`src/rtl/ddr2_line_fetch.sv`:
```
// Line-fetch requester for ddr2_mgr: sweeps rows 0..MAX_ROW one line per request and forwards beats as pixels.
// Define DDR2_LINE_FETCH_CHECK_EN to compile the beat-pattern checker (data_fault / err_cnt).
module ddr2_line_fetch #(
   parameter logic [12:0] MAX_ROW   = 13'h02FF,
   parameter logic [9:0]  XFR_LEN   = 10'h200,
   parameter logic [31:0] EXP_DATA  = 32'hFDCB8610,
   parameter int unsigned WDOG_BITS = 12
) (
   input  logic        clk,
   input  logic        rst,
   input  logic        start,
   input  logic        stop,
   output logic        rd_mem_req,
   output logic [24:0] rd_mem_addr,
   output logic [9:0]  rd_xfr_len,
   input  logic        rd_mem_grant,
   input  logic [31:0] rd_data,
   input  logic        rd_data_valid,
   output logic [31:0] px_data,
   output logic        px_valid,
   output logic        line_done,
   output logic        frame_done,
   output logic        busy,
   output logic [15:0] frame_cnt,
   output logic        proto_fault,
   output logic        wdog_fault,
   output logic        data_fault,
   output logic [15:0] err_cnt
);

   typedef enum logic [2:0] {
      IDLE,
      REQ,
      WAIT_DATA,
      XFER,
      DONE
   } state_t;

   localparam logic [WDOG_BITS-1:0] WDOG_LAST = {{(WDOG_BITS-1){1'b1}}, 1'b0};
   localparam logic [WDOG_BITS-1:0] WDOG_ONE  = {{(WDOG_BITS-1){1'b0}}, 1'b1};

   state_t               state;
   state_t               state_nxt;
   logic [12:0]          row;
   logic [12:0]          row_nxt;
   logic [9:0]           beat_cnt;
   logic [9:0]           beat_inc;
   logic [WDOG_BITS-1:0] wdog_cnt;
   logic                 stop_pend;
   logic                 active;
   logic                 beat_ok;
   logic                 progress;
   logic                 wdog_exp;
   logic                 row_wrap;
   logic                 req_entry;

   always_comb begin
      active    = (state == REQ) || (state == WAIT_DATA) || (state == XFER);
      beat_ok   = rd_data_valid && ((state == WAIT_DATA) || (state == XFER));
      progress  = rd_mem_grant || beat_ok;
      wdog_exp  = active && !progress && (wdog_cnt == WDOG_LAST);
      beat_inc  = beat_cnt + 10'd1;
      row_wrap  = (row == MAX_ROW);
      state_nxt = state;
      row_nxt   = row;
      case (state)
         IDLE: begin
            if (start) begin
               state_nxt = REQ;
               row_nxt   = '0;
            end
         end
         REQ: begin
            if (rd_mem_grant) state_nxt = WAIT_DATA;
         end
         WAIT_DATA, XFER: begin
            if (rd_data_valid) state_nxt = (beat_inc == XFR_LEN) ? DONE : XFER;
         end
         DONE: begin
            state_nxt = (stop_pend || stop) ? IDLE : REQ;
            row_nxt   = row_wrap ? '0 : row + 13'd1;
         end
         default: state_nxt = IDLE;
      endcase
      if (wdog_exp) state_nxt = IDLE;
      req_entry = (state_nxt == REQ) && (state != REQ);
   end

   always_ff @(posedge clk) begin
      if (rst) begin
         state       <= IDLE;
         row         <= '0;
         beat_cnt    <= '0;
         wdog_cnt    <= '0;
         stop_pend   <= 1'b0;
         rd_mem_req  <= 1'b0;
         rd_mem_addr <= '0;
         rd_xfr_len  <= '0;
         px_data     <= '0;
         px_valid    <= 1'b0;
         line_done   <= 1'b0;
         frame_done  <= 1'b0;
         busy        <= 1'b0;
         frame_cnt   <= '0;
         proto_fault <= 1'b0;
         wdog_fault  <= 1'b0;
      end else begin
         state      <= state_nxt;
         row        <= row_nxt;
         rd_mem_req <= (state_nxt == REQ);
         rd_xfr_len <= (state_nxt == REQ) ? XFR_LEN : '0;
         busy       <= (state_nxt != IDLE);
         line_done  <= (state_nxt == DONE);
         frame_done <= (state_nxt == DONE) && row_wrap;
         px_valid   <= beat_ok;
         if (beat_ok) px_data <= rd_data;
         if (req_entry) rd_mem_addr <= {row_nxt, 10'd0, 2'd0};

         if (req_entry) beat_cnt <= '0;
         else if (beat_ok) beat_cnt <= beat_inc;

         // Any state change counts as progress, so the watchdog restarts on entry.
         if (!active || progress || (state_nxt != state)) wdog_cnt <= '0;
         else wdog_cnt <= wdog_cnt + WDOG_ONE;

         if (state_nxt == IDLE) stop_pend <= 1'b0;
         else if (stop && (state != IDLE)) stop_pend <= 1'b1;

         if ((state_nxt == DONE) && row_wrap && (frame_cnt != '1)) frame_cnt <= frame_cnt + 16'd1;
         if (rd_data_valid && !beat_ok) proto_fault <= 1'b1;
         if (wdog_exp) wdog_fault <= 1'b1;
      end
   end

`ifdef DDR2_LINE_FETCH_CHECK_EN
   always_ff @(posedge clk) begin
      if (rst) begin
         data_fault <= 1'b0;
         err_cnt    <= '0;
      end else if (beat_ok && (rd_data != EXP_DATA)) begin
         data_fault <= 1'b1;
         if (err_cnt != '1) err_cnt <= err_cnt + 16'd1;
      end
   end
`else
   logic unused_exp_data;
   assign unused_exp_data = ^EXP_DATA;
   assign data_fault      = 1'b0;
   assign err_cnt         = '0;
`endif

endmodule

```
`config.mk`:
```
export PLATFORM = sky130hd
export DESIGN_NAME = ddr2_line_fetch
export DESIGN_NICKNAME = d
export VERILOG_FILES = /design/src/rtl/ddr2_line_fetch.sv
export SDC_FILE = /design/constraint.sdc
export NUM_CORES = 1
export LEC_CHECK = 0
export BUFFER_PORTS_ARGS = -buffer_cell sky130_fd_sc_hd__buf_2
export CAP_MARGIN = 20
export CORE_MARGIN = 2
export CORE_UTILIZATION = 30
export DETAILED_ROUTE_END_ITERATION = 8
export SETUP_SLACK_MARGIN = 0.2
export SYNTH_ARGS = -nofsm -noshare
export SYNTH_HDL_FRONTEND = slang
export SYNTH_SLANG_ARGS = --single-unit
```
`constraint.sdc`:
```
create_clock -name clk -period 2.65 [get_ports clk]
set_input_delay 0.265 -clock clk [delete_from_list [all_inputs] [get_ports clk]]
set_output_delay 0.265 -clock clk [all_outputs]
set_load 0.01 [all_outputs]
```
==> results.md, run 1 <==
* FF+latch count, synth at 107
* EDFF count, synth at 0
* Yosys top cell by area: dfxtp_1
* Worst-margin pin slew at 0.798 ns
* Setup violators final at 0
* Max-Cap Viols at 0
* Required @ worst endpoint at 2.93 ns
* Worst path cell trace: ha_2 > or3b_1 > a211o_1 > a2111o_1 > buf_12 > or4_1 > a21oi_1
* Core area at 15800 sq um
* Via/cell ratio at 4.65
* Clk_lat worst skew at 0.35 ns
* Post-route setup slack at 0.187 ns
* Mean Syn Cell Area at 8.09 sq um
* R2r startpoint: beat_cnt[0]
* Post-synth top area share at 44.6%
* RSZ-0062 raised after global routing: true
* Cell Area, Synth at 4800 sq um
* Final WL at 11.5 mm
* Die Span Y at 130 um
* Xor/xnor share of the synthesized area at 3.65%
* Clock Path Buffers at 2
* Share of flip-flops with an asynchronous set or reset at 0%
* Number of fill cells at 1704
* Int Power at 0.00245 W
* Peak supply drop at 0.287 mV
* Fin nets at 739
* Total clock buffers created by CTS at 9
* Hold-fix buffers, CTS at 0
* Final Max Slew Viols at 0
* Largest net degree at the start of global routing at 35
* Setup TNS at 0 ns
* Simple-Gate Fraction of Synth Area at 25.8%
* Crit start category: flop
* Drt initial violations at 158
* Mux share of post-synthesis cell area at 0.912%
* Sw Pwr at 0.000785 W
* Clock transition at path regs at 0.07 ns
* Top FF cell, synth: dfxtp_1
* Sequential element share of the synthesized area at 44.6%
* Post-synth cell types at 50
* Via Count at 4257
* FF+latch area at 2140 sq um
* Power share of the sequential group at 51.4%
* Slowest cell on crit path: or4_1
* # DRC at 0
* Post-layout min period at 2.46 ns
* First-pass GRT wire length at 17.9 mm
* Kind of critical path: flop to flop
* Worst EP arrival at 2.74 ns
* Synth Area in Compound Gates at 14.7%
* Die Width at 130 um
* CP Max Fanout at 16
* Gate power share at 7.9%
* Largest family of logic cells by synthesized area: simple AND/OR/NAND/NOR gates
* Cells after Synth at 593
* Sw Ratio at 24.3%
* Antenna Cells at 0
* Post-detail-place hpwl at 7.86 mm
* Leak at 2.25 nW
* Crit Reg-Reg Endpoint: frame_cnt[10]
* Worst min path class: input port to flop
* Crit share post-route at 92.9%
* Io pins at 145
* Worst Min Path Start: rd_data[19]
* Highest clock rate at 0.406 GHz
* Final std cells w/o fill at 916
* Worst reg2reg setup slack at 0.19 ns
* Hold Vio Cnt, Final at 0
* Routability cong. at 0.778
* Power Dens Cells at 558 nW/um^2
* Clk_skew at 0.00650 ns
* GRT Resource Usage Total at 13.1%
* Largest stage delay, worst path at 0.50 ns
* Clock sink count at 107
* Die ar. at 17000 sq um
* Vias in the first global route at 3571
* Clock power frac at 40.7%
* 1st-pass router iterations at 5
* Remaining global-route overflow at 0
* CTS tree: done
* Area occupied by multi-input gates at 2390 sq um
* Dpl ws at 0.191 ns
* Share of cells above drive strength 1 at 22.0%
* Ys Warns at 0
* H-tree Lvls at 3
* Status: completed
* Root Driver: clkbuf_16
* Wire per inst at 12.6 um
* Adder-cell share of the synthesized area at 1.30%
* IO Port Bufs at 106
* Placed Cells at 899
* Starting Density at 30.4%
* Initial antenna violation count at 0
* Hold depth at 3
* CP endpoint kind: flop
* Antenna-violating nets left at 0
* Hold Path Sink: px_data[19]
* Worst slew margin at 46.5%
* # rows at 46
* Area Overhead vs Synth at 20.7%
* Cell depth of the worst flop-to-flop path at 7
* Synth top area cells: dfxtp_1 45%, nand2_1 7.5%, a21oi_1 7.4%, buf_4 6.1%, nor2_1 4.7%
-- registers in the layout, indices dropped and copies added, names as in the netlist --
register,cells
busy,1
proto_fault,1
wdog_fault,1
rd_mem_addr,13
wdog_cnt,12
frame_cnt,16
line_done,1
stop_pend,1
row,13
px_data,32
state,3
frame_done,1
px_valid,1
rd_xfr_len,1
beat_cnt,10
-- cell usage in the layout, fill, tap and decap left out, drive strengths merged, types with 2 or more instances in the layout --
cell type	instances
buf	122
dfxtp	107
nand2	96
a21oi	71
nor2	60
conb	38
o21ai	26
nand3	19
nand4	18
xor2	13
nor3	11
o31ai	11
clkbuf	10
or4	10
nor4	10
xnor2	7
or3	6
inv	5
ha	5
a211oi	4
and3	4
nor2b	4
clkinv	4
and4	3
or2	3
mux2	3
or3b	3
nor3b	2
o311ai	2
nor4b	2
and2	2
a22oi	2
nand3b	2
a31oi	2
-- cells in the mapped netlist, types with 2 or more instances --
| cell | count |
|---|---|
| a211oi_1 | 4 |
| o31ai_1 | 11 |
| clkbuf_1 | 22 |
| nand4_1 | 18 |
| or3_1 | 6 |
| xor2_1 | 13 |
| buf_2 | 2 |
| inv_1 | 5 |
| o311ai_0 | 2 |
| a22oi_1 | 2 |
| ha_1 | 5 |
| nand3b_1 | 2 |
| and3_1 | 4 |
| nand2_1 | 96 |
| a31oi_1 | 2 |
| or4_1 | 10 |
| nor2_1 | 60 |
| and4_1 | 3 |
| nor4_1 | 9 |
| and2_1 | 2 |
| a21oi_1 | 71 |
| dfxtp_1 | 107 |
| buf_1 | 4 |
| mux2_2 | 3 |
| buf_4 | 39 |
| nor4b_1 | 2 |
| nor2b_1 | 4 |
| nor3b_1 | 2 |
| nor3_1 | 11 |
| or2_2 | 3 |
| xnor2_1 | 7 |
| nand3_1 | 19 |
| or3b_2 | 2 |
| o21ai_0 | 25 |
-- final cells by class --
type	count	share of cell area (%)
Clock buffer	9	3.89
Clock inverter	6	0.993
Inverter	5	0.324
Multi-Input combinational cell	450	41.3
Sequential cell	107	37.0
Tap cell	216	4.66
Timing Repair Buffer	123	11.9
-- worst max path at each step --
stage / start / endpoint / slack, ns / depth (start not counted)
detailed placement: beat_cnt[0] / frame_cnt[5] / 0.19 / 7
CTS: beat_cnt[0] / frame_cnt[10] / 0.18 / 7
finish: beat_cnt[0] / frame_cnt[10] / 0.19 / 7
floorplan: beat_cnt[0] / frame_cnt[5] / 0.20 / 7
global placement: beat_cnt[0] / frame_cnt[5] / 0.23 / 7
global route: beat_cnt[0] / frame_cnt[5] / 0.11 / 7
-- power by group through the flow --
stage	combinational [W]	sequential (W)	clock (W)
finish	0.000254	0.00166	0.00132
global route	0.000288	0.00167	0.00143
CTS	0.000258	0.00166	0.00137
detailed placement	0.000256	0.00170	0
global placement	0.000254	0.00170	0
floorplan	0.000180	0.00172	0
-- routing by layer --
layer,track usage [%],wire length (um),vias to the layer above
li1,-,-,2206
met1,18.6,5700,1948
met2,19.8,5180,94
met3,3.42,555,9
met4,3.38,99,0
met5,0,0,-
-- cell families after synthesis --
logic type               count (synthesis)
AO/OA/AOI/OAI                          125
AND/OR/NAND/NOR                        258
multiplexers                             4
other                                    1
buffers and inverters                   73
flip-flops                             107
XOR/XNOR                                20
adder cells (fa/ha/maj)                  5
-- per-stage QoR --
| step | cell area [sq um] | util (%) | power [W] | hold WS, ns |
|---|---|---|---|---|
| 3_3_place_gp | 5460 | 34.6 | 0.00195 | 0.440 |
| 5_1_grt | 5790 | 36.7 | 0.00338 | 0.145 |
| 2_1_floorplan | 4940 | - | 0.00190 | 0.401 |
| 3_5_place_dp | 5460 | 34.6 | 0.00196 | 0.444 |
| 4_1_cts | 5750 | 36.5 | 0.00329 | 0.135 |
| 6_report | 5790 | 36.7 | 0.00324 | 0.146 |
-- timing repair --
action                                  CTS  global route
gates cloned                              0             1
resized for setup                         2             3
endpoints found under the setup margin    8            11
pin swaps                                 0             3
buffers inserted                          0             1
-- worst max-delay path, delay by kind of cell (launching register included) --
family          cells  cell delay, ns
compound gates      3            0.87
fa+ha+maj           1            0.19
buf+inv             1            0.17
flops               1            0.32
simple gates        2            0.85
Note: power is estimated with default switching activity, not from simulation.
==> inputs of run 2 (changes only) <==
REMOVE_ABC_BUFFERS = 1   (was not set)
==> results.md, run 2 (same netlist as run 1, synthesis figures left out) <==
* Cell depth of the worst flop-to-flop path at 8
* H-tree Lvls at 3
* Setup violators final at 0
* IO Port Bufs at 106
* Share of cells above drive strength 1 at 23.2%
* Worst min path class: input port to flop
* Highest clock rate at 0.405 GHz
* Cell depth of the worst setup path at 8
* Crit Reg-Reg Endpoint: frame_cnt[14]
* Worst reg2reg setup slack at 0.18 ns
* Clock sink count at 107
* GRT Resource Usage Total at 13.4%
* Largest net degree at the start of global routing at 61
* Io pins at 145
* Die ar. at 17000 sq um
* Power share of the sequential group at 52.6%
* Drt initial violations at 161
* Largest stage delay, worst path at 0.50 ns
* CP Max Fanout at 7
* Final Max Slew Viols at 0
* Clock transition at path regs at 0.07 ns
* Worst setup path endpoint: frame_cnt[14]
* Worst path cell trace: ha_4 > or3b_1 > a211o_1 > a2111o_1 > buf_12 > buf_12 > or4_4 > a21oi_1
* Remaining global-route overflow at 0
* M3 GR Usage at 3.18%
* Worst slew margin at 47.9%
* Wire per inst at 12.6 um
* Via/cell ratio at 4.66
* Vias in the first global route at 3702
* Status: completed
* Clk_lat worst skew at 0.35 ns
* 1st-pass router iterations at 6
* Commonest cells after routing, fill and taps aside: 106 x buf_2, 104 x dfxtp_1, 96 x nand2_1
* Die Width at 130 um
* Max-Cap Viols at 0
* Required @ worst endpoint at 2.93 ns
* Int Power at 0.00239 W
* Antenna Cells at 0
* CP startpoint: beat_cnt[0]
* Kind of critical path: flop to flop
* Post-route setup slack at 0.179 ns
* Crit share post-route at 93.3%
* Worst EP arrival at 2.75 ns
* Met1 Track Usage GR at 17.0%
* Hold-fix buffers, CTS at 0
* Hold Slack at 0.148 ns
* Top reg by flops: px_data
* Biggest regs: px_data: 32 flops, frame_cnt: 16 flops
* Routability cong. at 0.787
* Sw Pwr at 0.000777 W
* Dpl ws at 0.130 ns
* Crit start category: flop
* CP endpoint kind: flop
* Slowest cell on crit path: or4_4
* Number of fill cells at 1670
* Worst Path Buf+Inv at 2
* Total power after layout at 0.00317 W
* Core area at 15800 sq um
* Starting Density at 30.4%
* Total clock buffers created by CTS at 9
* First-pass GRT wire length at 18.1 mm
* Max FFs per register at 32
* Post-layout min period at 2.47 ns
* Worst path most repeated cell: buf_12
* Fin nets at 744
* CTS tree: done
* Power Dens Cells at 535 nW/um^2
* Die Span Y at 130 um
* Initial antenna violation count at 0
* R2r startpoint: beat_cnt[0]
* Via Count at 4295
* CP top delay family: simple AND/OR/NAND/NOR gates
* Met2 GRT Util at 22.4%
* Root Driver: clkbuf_16
* Clock Path Buffers at 2
* Hold Vio Cnt, Final at 0
* Setup TNS at 0 ns
* Final std cells w/o fill at 922
* Final WL at 11.6 mm
* Sw Ratio at 24.5%
* Commonest non-fill, non-tap cell in the layout: buf_2
* Clock power frac at 39.5%
* Gate power share at 7.9%
* # DRC at 0
* Placed Cells at 899
* Leak at 2.31 nW
* Peak supply drop at 0.299 mV
* Area Overhead vs Synth at 23.4%
* Clk_skew at 0.0116 ns
* RSZ-0062 raised after global routing: true
* Gr busiest metal: met2
* # rows at 46
* Post-detail-place hpwl at 7.72 mm
* Worst-margin pin slew at 0.776 ns
* Antenna-violating nets left at 0
run 2: cell type report:
type                       count  area (sq um)  area share [%]
clock buffer                  12           246            4.16
clock inverter                 4          26.3           0.444
inverter                       5          18.8           0.317
multi-input combinational    450          2460            41.5
sequential                   107          2150            36.2
tap                          216           270            4.56
timing repair buffer         128           757            12.8
run 2: worst min-delay path by stage:
stage	to	slack, ns	depth (start not counted)	start
finish	px_data[22]	0.15	3	rd_data[22]
global route	px_data[19]	0.13	3	rd_data[19]
CTS	px_data[22]	0.13	3	rd_data[22]
detailed placement	px_data[28]	0.44	2	px_data[28]
global placement	px_data[6]	0.44	2	px_data[6]
floorplan	frame_cnt[10]	0.33	1	rst
run 2: worst reg2reg max path: cells and delay by family (launching register included):
family	cells	cell delay, ns
flip-flops	1	0.34
buffers and inverters	2	0.27
AND/OR/NAND/NOR	2	0.84
AO/OA/AOI/OAI	3	0.80
adder cells (fa/ha/maj)	1	0.16
run 2: per-layer routing:
layer	vias up	routed length (um)	part of all wire, %
met5	-	0	0
met4	0	121	1.0
met3	12	527	4.5
met2	100	5630	49
met1	1968	5310	46
li1	2215	-	-
run 2: power by group through the flow:
stage | Combinational, W | Sequential [W] | Clock, W
3_5_place_dp | 0.000250 | 0.00170 | 0
3_3_place_gp | 0.000250 | 0.00170 | 0
2_1_floorplan | 0.000114 | 0.00172 | 0
4_1_cts | 0.000252 | 0.00167 | 0.00131
5_1_grt | 0.000284 | 0.00167 | 0.00137
6_report | 0.000249 | 0.00167 | 0.00125
run 2: timing repair:
action                                  CTS  global route
gates resized for setup                  10            12
setup buffers                             4             2
cloned                                    1             0
pin swaps                                17             2
endpoints found under the setup margin   11            14
run 2: per-stage QoR:
| stage | instance area [sq um] | utilization (%) |
|---|---|---|
| floorplan | 4530 | - |
| global placement | 5450 | 34.6 |
| detailed placement | 5450 | 34.6 |
| CTS | 5840 | 37.1 |
| global route | 5920 | 37.6 |
| finish | 5920 | 37.6 |
==> inputs of run 3 (changes only) <==
SETUP_SLACK_MARGIN = 0.4   (was 0.2)
==> results.md, run 3 (same netlist as run 1, synthesis figures left out) <==
* Status: completed
* Top reg by flops: px_data
* CP Max Fanout at 7
* CP endpoint kind: flop
* CTS tree: done
* CP startpoint: beat_cnt[0]
* First-pass GRT wire length at 18.3 mm
* Area occupied by multi-input gates at 2490 sq um
* Worst path cell trace: ha_4 > or3b_1 > a211o_1 > a2111o_1 > buf_12 > buf_12 > or4_1 > a21oi_1
* Share of cells above drive strength 1 at 23.9%
* Worst setup path endpoint: frame_cnt[4]
* FF+latch area at 2150 sq um
* Leak at 2.32 nW
* Final Max Slew Viols at 0
* Highest clock rate at 0.408 GHz
* Worst-margin pin slew at 0.770 ns
* Max-Cap Viols at 0
* Crit share post-route at 92.5%
* Remaining global-route overflow at 0
* Worst slew margin at 48.3%
* Clock transition at path regs at 0.07 ns
* Root Driver: clkbuf_16
* Via/cell ratio at 4.69
* WL met2 at 5.65 mm
* Post-layout min period at 2.45 ns
* Worst reg2reg setup slack at 0.20 ns
* Commonest cells after routing, fill and taps aside: 106 x buf_2, 104 x dfxtp_1, 96 x nand2_1
* Hold Vio Cnt, Final at 0
* Hold-fix buffers, CTS at 0
* Cell depth of the worst setup path at 8
* Final std cells w/o fill at 922
* Power Dens Cells at 532 nW/um^2
* Setup violators final at 0
* Wire per inst at 12.6 um
* Slowest cell on crit path: or4_1
* Number of fill cells at 1659
* Crit Reg-Reg Endpoint: frame_cnt[4]
* Post-detail-place hpwl at 7.72 mm
* H-tree Lvls at 3
* Kind of critical path: flop to flop
* Clk_skew at 0.0111 ns
* Core area at 15800 sq um
* # DRC at 0
* Largest stage delay, worst path at 0.46 ns
* Max FFs per register at 32
* Final WL at 11.6 mm
* Antenna-violating nets left at 0
* Worst min path class: input port to flop
* Antenna Cells at 0
* 1st-pass router iterations at 4
* IO Port Bufs at 106
* Post-route setup slack at 0.199 ns
* Clock Path Buffers at 2
* Area after DPL at 5450 sq um
* Initial antenna violation count at 0
* Die ar. at 17000 sq um
* Fin nets at 744
* Vias in the first global route at 3739
* Dpl ws at 0.130 ns
* Finished Cell Area at 5960 sq um
* Clk_lat worst skew at 0.35 ns
* Largest net degree at the start of global routing at 61
* Hold Slack at 0.148 ns
* Clock sink count at 107
* Starting Density at 30.4%
* Cell depth of the worst flop-to-flop path at 8
* Peak supply drop at 0.302 mV
* Placed Cells at 899
* DRT met1 WL at 5.27 mm
* Io pins at 145
* Wire length on met3 at 510 um
* Biggest regs: px_data: 32 flops, frame_cnt: 16 flops
* RSZ-0062 raised after global routing: true
* CP top delay family: simple AND/OR/NAND/NOR gates
* Drt initial violations at 159
* Required @ worst endpoint at 2.93 ns
* Worst Path Buf+Inv at 2
* Area Overhead vs Synth at 24.2%
* Highest Signal Layer: met4
* Die Span Y at 130 um
* # rows at 46
* Worst path most repeated cell: buf_12
* Crit start category: flop
* Routability cong. at 0.787
* Via Count at 4324
* Total clock buffers created by CTS at 9
* Worst EP arrival at 2.74 ns
* GRT Resource Usage Total at 13.5%
* Commonest non-fill, non-tap cell in the layout: buf_2
* Die Width at 130 um
* R2r startpoint: beat_cnt[0]
[run 3: changes by cell type in the layout (fill, tap and decap cells not counted), moves of 2 or more]
cell | previous run | this run
o31ai_4 | 3 | 1
buf_6 | 1 | 3
o31ai_2 | 2 | 5
mux2_4 | 1 | 3
buf_4 | 17 | 15
mux2_2 | 2 | 0
[run 3: final cells by class]
class                   count  share of cell area, %
repair buffers            128                   12.8
multi-input cells         450                   41.7
well taps                 216                   4.53
clock inverters             4                  0.441
flip-flops and latches    107                   36.0
inverters                   5                  0.315
clock buffers              12                   4.14
[run 3: how the worst min path moves through the flow]
| stage | depth (start not counted) | to | start | slack (ns) |
|---|---|---|---|---|
| after floorplan | 1 | frame_cnt[10] | rst | 0.33 |
| after global placement | 2 | px_data[6] | px_data[6] | 0.44 |
| after detailed placement | 2 | px_data[28] | px_data[28] | 0.44 |
| after CTS | 3 | px_data[22] | rd_data[22] | 0.13 |
| after global routing | 3 | px_data[19] | rd_data[19] | 0.13 |
| final | 3 | px_data[22] | rd_data[22] | 0.15 |
[run 3: timing repair]
action | in CTS | in global routing
setup endpoints to repair | 16 | 24
cloned | 1 | 0
buffers inserted | 5 | 1
pin swaps | 29 | 3
gates resized for setup | 23 | 11
[run 3: tightest hold or removal path: stages]
cell	delay, ns
buf_2	0.09
nand2_1	0.04
a21oi_1	0.05
[run 3: power by group]
group	switching (W)	internal, W	leakage [nW]
Combinational	0.000168	0.0000825	1.32
Clock	0.000588	0.000663	0.133
Sequential	0.0000202	0.00165	0.867
[run 3: per-layer routing]
| layer | track usage [%] | up-vias |
|---|---|---|
| li1 | - | 2213 |
| met4 | 4.63 | 0 |
| met2 | 22.7 | 99 |
| met5 | 0 | - |
| met3 | 3.26 | 18 |
| met1 | 17.0 | 1994 |
[run 3: per-stage QoR]
step | total power, W | utilization (%) | setup TNS (ns)
detailed placement | 0.00195 | 34.6 | 0
floorplan | 0.00183 | - | -0.265
global route | 0.00333 | 37.8 | 0
finish | 0.00317 | 37.8 | 0
CTS | 0.00323 | 37.4 | 0
global placement | 0.00195 | 34.6 | 0
